$ cat src/rtl/wb_arb2_if.sv
// wshb_if: Wishbone B4 classic/registered-feedback bus bundle shared by masters and slaves.
interface wshb_if;
  logic [31:0] adr;
  logic [31:0] dat_ms;
  logic [31:0] dat_sm;
  logic        we;
  logic [3:0]  sel;
  logic [2:0]  cti;
  logic [1:0]  bte;
  logic        cyc;
  logic        stb;
  logic        ack;
  logic        err;
  logic        rty;
  modport master (output adr, dat_ms, we, sel, cti, bte, cyc, stb, input dat_sm, ack, err, rty);
  modport slave  (input adr, dat_ms, we, sel, cti, bte, cyc, stb, output dat_sm, ack, err, rty);
endinterface

$ cat src/rtl/wb_arb2.sv
// wb_arb2: two-master Wishbone arbiter with round-robin ties, cycle lock and strobe timeout abort.
module wb_arb2 #(
  parameter int TIMEOUT = 16
) (
  input  logic       clk,
  input  logic       rst,
  wshb_if.slave      wb_m0,
  wshb_if.slave      wb_m1,
  wshb_if.master     wb_s,
  output logic [1:0] grant,
  output logic       timeout_evt
);
  localparam int CW = $clog2(TIMEOUT + 1);
  typedef enum logic [1:0] {IDLE, OWN0, OWN1} state_t;
  state_t        state_q, state_d;
  logic          last_q, last_d;
  logic [CW-1:0] cnt_q, cnt_d;
  logic [1:0]    grant_q;
  logic          tevt_q;
  logic          req0, req1, own0, own1, own_cyc, own_stb, resp, abort;
  assign req0    = wb_m0.cyc & wb_m0.stb;
  assign req1    = wb_m1.cyc & wb_m1.stb;
  assign own0    = state_q == OWN0;
  assign own1    = state_q == OWN1;
  assign own_cyc = own0 ? wb_m0.cyc : own1 & wb_m1.cyc;
  assign own_stb = own0 ? wb_m0.stb : own1 & wb_m1.stb;
  assign resp    = wb_s.ack | wb_s.err | wb_s.rty;
  // tevt_q is set exactly when the counter lands on TIMEOUT, so it marks the abort cycle itself
  assign abort   = tevt_q;
  always_comb begin
    state_d = IDLE;
    case (state_q)
      IDLE:    state_d = (req0 & (~req1 | last_q)) ? OWN0 : req1 ? OWN1 : IDLE;
      OWN0:    state_d = abort ? IDLE : wb_m0.cyc ? OWN0 : req1 ? OWN1 : IDLE;
      OWN1:    state_d = abort ? IDLE : wb_m1.cyc ? OWN1 : req0 ? OWN0 : IDLE;
      default: state_d = IDLE;
    endcase
    last_d = state_d == OWN0 ? 1'b0 : state_d == OWN1 ? 1'b1 : last_q;
    cnt_d  = (state_d != state_q || !own_stb || resp) ? '0
           : cnt_q + CW'(cnt_q != CW'(TIMEOUT));
  end
  always_ff @(posedge clk or negedge rst) begin
    if (!rst) begin
      state_q <= IDLE;
      last_q  <= 1'b1;
      cnt_q   <= '0;
      grant_q <= 2'b00;
      tevt_q  <= 1'b0;
    end else begin
      state_q <= state_d;
      last_q  <= last_d;
      cnt_q   <= cnt_d;
      grant_q <= {state_d == OWN1, state_d == OWN0};
      tevt_q  <= cnt_d == CW'(TIMEOUT);
    end
  end
  assign wb_s.adr    = own0 ? wb_m0.adr    : own1 ? wb_m1.adr    : '0;
  assign wb_s.dat_ms = own0 ? wb_m0.dat_ms : own1 ? wb_m1.dat_ms : '0;
  assign wb_s.we     = own0 ? wb_m0.we     : own1 & wb_m1.we;
  assign wb_s.sel    = own0 ? wb_m0.sel    : own1 ? wb_m1.sel    : '0;
  assign wb_s.cti    = own0 ? wb_m0.cti    : own1 ? wb_m1.cti    : '0;
  assign wb_s.bte    = own0 ? wb_m0.bte    : own1 ? wb_m1.bte    : '0;
  assign wb_s.cyc    = own_cyc & ~abort;
  assign wb_s.stb    = own_stb & ~abort;
  assign wb_m0.ack    = own0 & ~abort & wb_s.ack;
  assign wb_m0.err    = own0 & (abort | wb_s.err);
  assign wb_m0.rty    = own0 & ~abort & wb_s.rty;
  assign wb_m1.ack    = own1 & ~abort & wb_s.ack;
  assign wb_m1.err    = own1 & (abort | wb_s.err);
  assign wb_m1.rty    = own1 & ~abort & wb_s.rty;
  assign wb_m0.dat_sm = wb_s.dat_sm;
  assign wb_m1.dat_sm = wb_s.dat_sm;
  assign grant       = grant_q;
  assign timeout_evt = tevt_q;
endmodule

$ cat src/flat_wrapper.sv
// flat-port wrapper written by rule: the top's interface ports become plain ports
module wb_arb2_flat 
#(
  parameter int TIMEOUT = 16
)
  (clk, rst, grant, timeout_evt, wb_m0_adr, wb_m0_dat_ms, wb_m0_we, wb_m0_sel, wb_m0_cti, wb_m0_bte, wb_m0_cyc, wb_m0_stb, wb_m0_dat_sm, wb_m0_ack, wb_m0_err, wb_m0_rty, wb_m1_adr, wb_m1_dat_ms, wb_m1_we, wb_m1_sel, wb_m1_cti, wb_m1_bte, wb_m1_cyc, wb_m1_stb, wb_m1_dat_sm, wb_m1_ack, wb_m1_err, wb_m1_rty, wb_s_adr, wb_s_dat_ms, wb_s_we, wb_s_sel, wb_s_cti, wb_s_bte, wb_s_cyc, wb_s_stb, wb_s_dat_sm, wb_s_ack, wb_s_err, wb_s_rty);
  wshb_if wb_m0_i ();
  wshb_if wb_m1_i ();
  wshb_if wb_s_i ();
  input  logic clk;
  input  logic rst;
  output logic [1:0] grant;
  output logic timeout_evt;
  input wire logic [$bits(wb_m0_i.adr)-1:0] wb_m0_adr;
  input wire logic [$bits(wb_m0_i.dat_ms)-1:0] wb_m0_dat_ms;
  input wire logic [$bits(wb_m0_i.we)-1:0] wb_m0_we;
  input wire logic [$bits(wb_m0_i.sel)-1:0] wb_m0_sel;
  input wire logic [$bits(wb_m0_i.cti)-1:0] wb_m0_cti;
  input wire logic [$bits(wb_m0_i.bte)-1:0] wb_m0_bte;
  input wire logic [$bits(wb_m0_i.cyc)-1:0] wb_m0_cyc;
  input wire logic [$bits(wb_m0_i.stb)-1:0] wb_m0_stb;
  output wire logic [$bits(wb_m0_i.dat_sm)-1:0] wb_m0_dat_sm;
  output wire logic [$bits(wb_m0_i.ack)-1:0] wb_m0_ack;
  output wire logic [$bits(wb_m0_i.err)-1:0] wb_m0_err;
  output wire logic [$bits(wb_m0_i.rty)-1:0] wb_m0_rty;
  input wire logic [$bits(wb_m1_i.adr)-1:0] wb_m1_adr;
  input wire logic [$bits(wb_m1_i.dat_ms)-1:0] wb_m1_dat_ms;
  input wire logic [$bits(wb_m1_i.we)-1:0] wb_m1_we;
  input wire logic [$bits(wb_m1_i.sel)-1:0] wb_m1_sel;
  input wire logic [$bits(wb_m1_i.cti)-1:0] wb_m1_cti;
  input wire logic [$bits(wb_m1_i.bte)-1:0] wb_m1_bte;
  input wire logic [$bits(wb_m1_i.cyc)-1:0] wb_m1_cyc;
  input wire logic [$bits(wb_m1_i.stb)-1:0] wb_m1_stb;
  output wire logic [$bits(wb_m1_i.dat_sm)-1:0] wb_m1_dat_sm;
  output wire logic [$bits(wb_m1_i.ack)-1:0] wb_m1_ack;
  output wire logic [$bits(wb_m1_i.err)-1:0] wb_m1_err;
  output wire logic [$bits(wb_m1_i.rty)-1:0] wb_m1_rty;
  output wire logic [$bits(wb_s_i.adr)-1:0] wb_s_adr;
  output wire logic [$bits(wb_s_i.dat_ms)-1:0] wb_s_dat_ms;
  output wire logic [$bits(wb_s_i.we)-1:0] wb_s_we;
  output wire logic [$bits(wb_s_i.sel)-1:0] wb_s_sel;
  output wire logic [$bits(wb_s_i.cti)-1:0] wb_s_cti;
  output wire logic [$bits(wb_s_i.bte)-1:0] wb_s_bte;
  output wire logic [$bits(wb_s_i.cyc)-1:0] wb_s_cyc;
  output wire logic [$bits(wb_s_i.stb)-1:0] wb_s_stb;
  input wire logic [$bits(wb_s_i.dat_sm)-1:0] wb_s_dat_sm;
  input wire logic [$bits(wb_s_i.ack)-1:0] wb_s_ack;
  input wire logic [$bits(wb_s_i.err)-1:0] wb_s_err;
  input wire logic [$bits(wb_s_i.rty)-1:0] wb_s_rty;
  assign wb_m0_i.adr = wb_m0_adr;
  assign wb_m0_i.dat_ms = wb_m0_dat_ms;
  assign wb_m0_i.we = wb_m0_we;
  assign wb_m0_i.sel = wb_m0_sel;
  assign wb_m0_i.cti = wb_m0_cti;
  assign wb_m0_i.bte = wb_m0_bte;
  assign wb_m0_i.cyc = wb_m0_cyc;
  assign wb_m0_i.stb = wb_m0_stb;
  assign wb_m0_dat_sm = wb_m0_i.dat_sm;
  assign wb_m0_ack = wb_m0_i.ack;
  assign wb_m0_err = wb_m0_i.err;
  assign wb_m0_rty = wb_m0_i.rty;
  assign wb_m1_i.adr = wb_m1_adr;
  assign wb_m1_i.dat_ms = wb_m1_dat_ms;
  assign wb_m1_i.we = wb_m1_we;
  assign wb_m1_i.sel = wb_m1_sel;
  assign wb_m1_i.cti = wb_m1_cti;
  assign wb_m1_i.bte = wb_m1_bte;
  assign wb_m1_i.cyc = wb_m1_cyc;
  assign wb_m1_i.stb = wb_m1_stb;
  assign wb_m1_dat_sm = wb_m1_i.dat_sm;
  assign wb_m1_ack = wb_m1_i.ack;
  assign wb_m1_err = wb_m1_i.err;
  assign wb_m1_rty = wb_m1_i.rty;
  assign wb_s_adr = wb_s_i.adr;
  assign wb_s_dat_ms = wb_s_i.dat_ms;
  assign wb_s_we = wb_s_i.we;
  assign wb_s_sel = wb_s_i.sel;
  assign wb_s_cti = wb_s_i.cti;
  assign wb_s_bte = wb_s_i.bte;
  assign wb_s_cyc = wb_s_i.cyc;
  assign wb_s_stb = wb_s_i.stb;
  assign wb_s_i.dat_sm = wb_s_dat_sm;
  assign wb_s_i.ack = wb_s_ack;
  assign wb_s_i.err = wb_s_err;
  assign wb_s_i.rty = wb_s_rty;
  wb_arb2 #(.TIMEOUT(TIMEOUT)) u_core (.clk(clk), .rst(rst), .wb_m0(wb_m0_i), .wb_m1(wb_m1_i), .wb_s(wb_s_i), .grant(grant), .timeout_evt(timeout_evt));
endmodule
$ cat config.mk
export PLATFORM = sky130hd
export DESIGN_NAME = wb_arb2_flat
export DESIGN_NICKNAME = d
export VERILOG_FILES = /design/src/rtl/wb_arb2_if.sv /design/src/rtl/wb_arb2.sv /design/src/flat_wrapper.sv
export SDC_FILE = /design/constraint.sdc
export NUM_CORES = 1
export LEC_CHECK = 0
export ABC_AREA = 1
export ABC_CLOCK_PERIOD_IN_PS = 2100
export BUFFER_PORTS_ARGS = -buffer_cell sky130_fd_sc_hd__buf_2
export CORE_AREA = 4 4 128 130
export DETAILED_ROUTE_END_ITERATION = 6
export DIE_AREA = 0 0 132 134
export PLACE_DENSITY = 0.45
export SLEW_MARGIN = 20
export SYNTH_ARGS = -nofsm -noshare
export SYNTH_HDL_FRONTEND = slang
export SYNTH_SLANG_ARGS = --single-unit
$ cat constraint.sdc
create_clock -name clk -period 2.1 [get_ports clk]
set_clock_uncertainty 0.05 [all_clocks]
set_input_delay 0.21 -clock clk [delete_from_list [all_inputs] [get_ports clk]]
set_output_delay 0.21 -clock clk [all_outputs]
set_load 0.05 [all_outputs]
**Yosys cells after proc, flatten, opt, wreduce, memory -nomap -nowiden**

Cells that the tools add are included.

- Add/sub/neg operators: 1
- Mux-type cells: 24
- Reductions and logical operators: 5
- Equality and inequality tests: 7
- Bitwise gates (word level): 22

Operators with widths:

| kind | count |
|---|---|
| 2-to-1 mux 32 bit | 4 |
| AND 1 bit | 16 |
| 2-to-1 mux 2 bit | 8 |
| 2-to-1 mux 4 bit | 2 |
| 2-to-1 mux 1 bit | 6 |
| 2-to-1 mux 3 bit | 2 |
| one-hot mux 2 bit (3 select lines) | 1 |
| adder 5 x 1 -> 5 bit | 1 |
| == test 5 bit, second input constant | 1 |
| 2-to-1 mux 5 bit | 1 |
| inequality test 5 bit, second input constant | 1 |
| == test 2 x 1 -> 1 bit, second input constant | 2 |
| == test 2 bit, second input constant | 2 |
| OR 1 bit | 4 |
| zero test 2 bit | 1 |
| logical OR 1 bit | 2 |
| inequality test 2 bit | 1 |
| NOT 1 bit | 2 |
| nonzero test 2 bit | 1 |
| zero test 1 bit | 1 |

- Register bits: 11
- Word-level logic and storage cells: 64
- Input bits: 189

**Logic depth before layout (Yosys ltp)**

- Depth after elaboration: 11
- Gate-level depth with buffers: 11
- Depth with buffers taken out: 10

**Worst setup path after synthesis**

No wires, ideal clock.

- Kind: register to output
- From: register u_core.tevt_q (netlist: u_core.timeout_evt)
- To: output wb_s_cyc
- Arrival: 1.932 ns
- Data required time: 1.840 ns
- Slack: -0.092 ns
- Cell stages (with the launch flop): 4
- Path through: dfrtp_1 > inv_1 > nand2_1 > o21ai_0

- Cells in the longest elaborated chain, start to end: 2

RTL lines:

| item | line | source |
|---|---|---|
| from (decl) | wb_arb2.sv:19 | `logic tevt_q;` |
| from (signal assigned) | wb_arb2.sv:54 | `tevt_q <= cnt_d == CW'(TIMEOUT);` |
| NOT 1 bit | wb_arb2.sv:63 | `assign wb_s.cyc = own_cyc & ~abort;` |
| AND 1 bit | wb_arb2.sv:63 |  |
| to (decl) | flat_wrapper.sv:44 | `output wire logic [$bits(wb_s_i.cyc)-1:0] wb_s_cyc;` |

Every way passes these cells.

**Worst setup path after layout**

- From: register u_core.state_q[0]
- To: output wb_s_adr[26]

- Cells in the longest elaborated chain, start to end: 3

RTL lines:

| item | line | source |
|---|---|---|
| from (decl) | wb_arb2.sv:15 | `state_t state_q, state_d;` |
| from (signal assigned) | wb_arb2.sv:50 | `state_q <= state_d;` |
| == test 2 bit | wb_arb2.sv:24 | `assign own1 = state_q == OWN1;` |
| 2-to-1 mux 32 bit | wb_arb2.sv:57 | `assign wb_s.adr = own0 ? wb_m0.adr : own1 ? wb_m1.adr : '0;` |
| 2-to-1 mux 32 bit (*) | wb_arb2.sv:57 |  |
| to (decl) | flat_wrapper.sv:38 | `output wire logic [$bits(wb_s_i.adr)-1:0] wb_s_adr;` |

Mark *: on every way between the ends. The rest lies on a longest branch, timed or not.

==> metrics.yaml <==
outcome:
  outcome: "completed"
cts:
  clkTransAtPathRegs_ns: 0.04
  post_cts_buffers: 0
  cts_buffer_depth: 2
  cts_tree: "yes"
  clockRootBuffer: "clkbuf_16"
  insertion_delay_ns: 0.23
  cts.sinks: 11
  cts_buffers: 3
  htreeDepth: 1
place:
  gp_congestion: 0.756
  dp.cells: 758
  io_buffers: 241
  dp_hpwl_um: 8660
timing:
  slew_headroom_pct: 68.3
  hold_ws_ns: 0.290
  worst_slew_pin_slew_ns: 0.475
  min_period_over_period_pct: 90.3
  rsz0062_at_grt: "no"
  hold_viol_final: 0
  setup_tns_ns: 0
  period_needed_ns: 1.90
  clock.fmax_mhz: 527
  setup_viol: 0
  slew_violations: 0
floorplan:
  coreArea_um2: 15100
  rows: 45
  initial_core_util_pct: 15.5
  io_pins: 338
  dieArea_um2: 17700
  dieHeight_um: 134
  die_x_um: 132
logic_synthesis:
  ys_dominant_reg_cell: "dfrtp_1"
  yosysWarnings: 0
  synth_area_leader_cell: "nand3_1"
  synth_cell_types: 25
  ys_seq_area_share_pct: 11.7
  synth_common_cells: "158 x nand3_1, 89 x nand2_1, 65 x buf_4"
  synth_area_leaders: "nand3_1 34%, buf_4 21%, nand2_1 14%"
  netlist_area_um2: 2350
  yosys.area.top_type_share_pct: 33.6
  syn_area_per_cell_um2: 5.63
  synth_edf_count: 0
  post-synth-top-count-cell: "nand3_1"
  syn_inst: 418
  ys_ff_latch: 11
  syn_nets: 612
  synthArstFlopShare_pct: 100
critical_path:
  worst-path-stages: 5
  r2r_start: "u_core.state_q[0]$_DFF_PN0_"
  crit_family: "buffers and inverters"
  crit_arrival_ns: 1.64
  critPathSlowestCell: "dfrtp_2"
  r2r_end: "u_core.last_q$_DFFE_PN1P_"
  path_class: "register to output pin"
  cp_slowest_stage_delay_ns: 0.44
  startpoint_type: "register"
  r2r_setup_slack_ns: 0.39
  crit_buf_inv: 3
  cp_max_fo: 37
  crit_path_end_kind: "output pin"
  path_cells: "inv_2 -> buf_12 -> nand3_1 -> nand2_1 -> buf_2"
  reg2regPathDepth: 7
  worstPathRequired_ns: 1.84
min_path:
  worstHoldEndpoint: "u_core.cnt_q[4]$_DFF_PN0_"
  worstHoldPathCells: 4
  hold_path.class: "input port to register"
  hold_start: "wb_s_rty"
grt:
  grt_pass1_vias: 3133
  grt_use_total_pct: 10.9
  met1_usage_pct: 13.2
  grt_pass1_wl_um: 16200
  antenna_found_initial: 0
  grt.met3_usage_pct: 2.93
  grt-ovfl-total: 0
  top_usage_layer: "met2"
  grt_max_degree: 43
  grt_use_met2_pct: 20.2
route:
  drc: 0
  routed_via_density: 4.25
  wl_per_cell_um: 14.1
  drtPass1Iterations: 5
  wl_um: 10800
  vias: 3243
  drtIter0Drc: 105
  drtAntennaViolNets: 0
finish:
  stdcell_count: 763
  drive_gt1_share_pct: 45.6
  sequential_cell_area_um2: 279
  area_delta_synth_final_pct: 44.2
  n_fill_cell: 1770
  antenna_cells: 0
  nets: 770
  multi_input_area_um2: 1400
power:
  p_per_area_nw_per_um2: 1150
  p_switching_mw: 2.64
  p_clk_share_pct: 8.7
  p_leak_nw: 2.15
  p_sw_share_pct: 67.6
  power.internal_mw: 1.26
  p_comb_share_pct: 84.0
  power_mw: 3.90
  vdd_drop_max_uv: 405
  sequentialPowerShare_pct: 7.3
run:
  cap_viol_max_count: 0
power by group through the flow:
stage          Combinational [mW]  Sequential [mW]  Clock [mW]
6_report                     3.28            0.285       0.341
4_1_cts                      3.30            0.287       0.348
5_1_grt                      3.48            0.292       0.370
3_5_place_dp                 3.29            0.289           0
3_3_place_gp                 3.31            0.289           0
2_1_floorplan                2.72            0.305           0
routing by layer:
metal | vias up | part of all wire [%] | wire length, um
li1 | 1637 | - | -
met3 | 4 | 8.4 | 903
met4 | 0 | 0.31 | 33
met5 | - | 0 | 0
met2 | 184 | 52 | 5550
met1 | 1418 | 40 | 4270
worst reg2reg max path, cell delays in order, from the launching register on:
cell      delay, ns
dfrtp_2        0.44
inv_2          0.21
nand2_1        0.10
nand3b_1       0.22
nand2_1        0.09
nor2_1         0.06
ha_1           0.31
o21ai_0        0.15
cells by family (layout without fill, tap and decap cells):
group / count (synthesis) / in the layout / synth area share [%]
AOI/OAI and AO/OA: 8 / 8 / 2.02
xor gates and xnor gates: 3 / 3 / 1.12
adders and majority gates: 5 / 5 / 2.66
buffers and inverters: 117 / 274 / 29.1
DFF: 11 / 11 / 11.7
and+or+nand+nor: 274 / 274 / 53.3
metrics by stage:
stage / area (um^2) / util [%] / worst slack, ns
after floorplan: 2350 / - / 0.237
after global routing: 3390 / 22.4 / 0.0969
final: 3390 / 22.4 / 0.203
after global placement: 3300 / 21.8 / 0.383
after detailed placement: 3300 / 21.8 / 0.368
after CTS: 3390 / 22.4 / 0.129
registers in the layout, summed over array words and instances, names as in the netlist:
| signal | count |
|---|---|
| u_core.state_q | 2 |
| u_core.timeout_evt | 1 |
| u_core.last_q | 1 |
| u_core.grant | 2 |
| u_core.cnt_q | 5 |
cell usage in the layout (no fill, tap or decap), types with 3 or more instances in the layout:
cell type | netlist | routed
a21oi_1 | 3 | 3
buf_12 | 0 | 4
buf_2 | 0 | 241
buf_4 | 65 | 4
clkbuf_16 | 0 | 3
dfrtp_1 | 10 | 8
ha_1 | 5 | 5
inv_1 | 18 | 18
nand2_1 | 89 | 89
nand3_1 | 158 | 158
nor2_1 | 15 | 15
nor3_1 | 3 | 3
final cells by class:
| class | instances | share of cell area [%] |
|---|---|---|
| multi-input combinational | 290 | 41.2 |
| timing repair buffer | 250 | 39.1 |
| inverter | 20 | 2.29 |
| sequential | 11 | 8.22 |
| tap | 188 | 6.93 |
| clock buffer | 4 | 2.32 |
repair_timing:
item,4_1_cts,5_1_grt
hold buffers,1,0
hold endpoints to repair,10,0
endpoints found under the setup margin,0,1
resized for setup,0,1
how the worst max path moves through the flow:
stage	from	end	slack, ns
floorplan	u_core.timeout_evt$_DFF_PN0_	wb_m0_err	0.24
global placement	u_core.state_q[0]$_DFF_PN0_	wb_s_stb	0.38
detailed placement	u_core.state_q[0]$_DFF_PN0_	u_core.timeout_evt$_DFF_PN0_	0.37
CTS	u_core.state_q[0]$_DFF_PN0_	wb_s_stb	0.13
global route	u_core.state_q[0]$_DFF_PN0_	wb_s_stb	0.1
finish	u_core.state_q[0]$_DFF_PN0_	wb_s_adr[26]	0.20
Note: power is estimated with default switching activity, not from simulation.
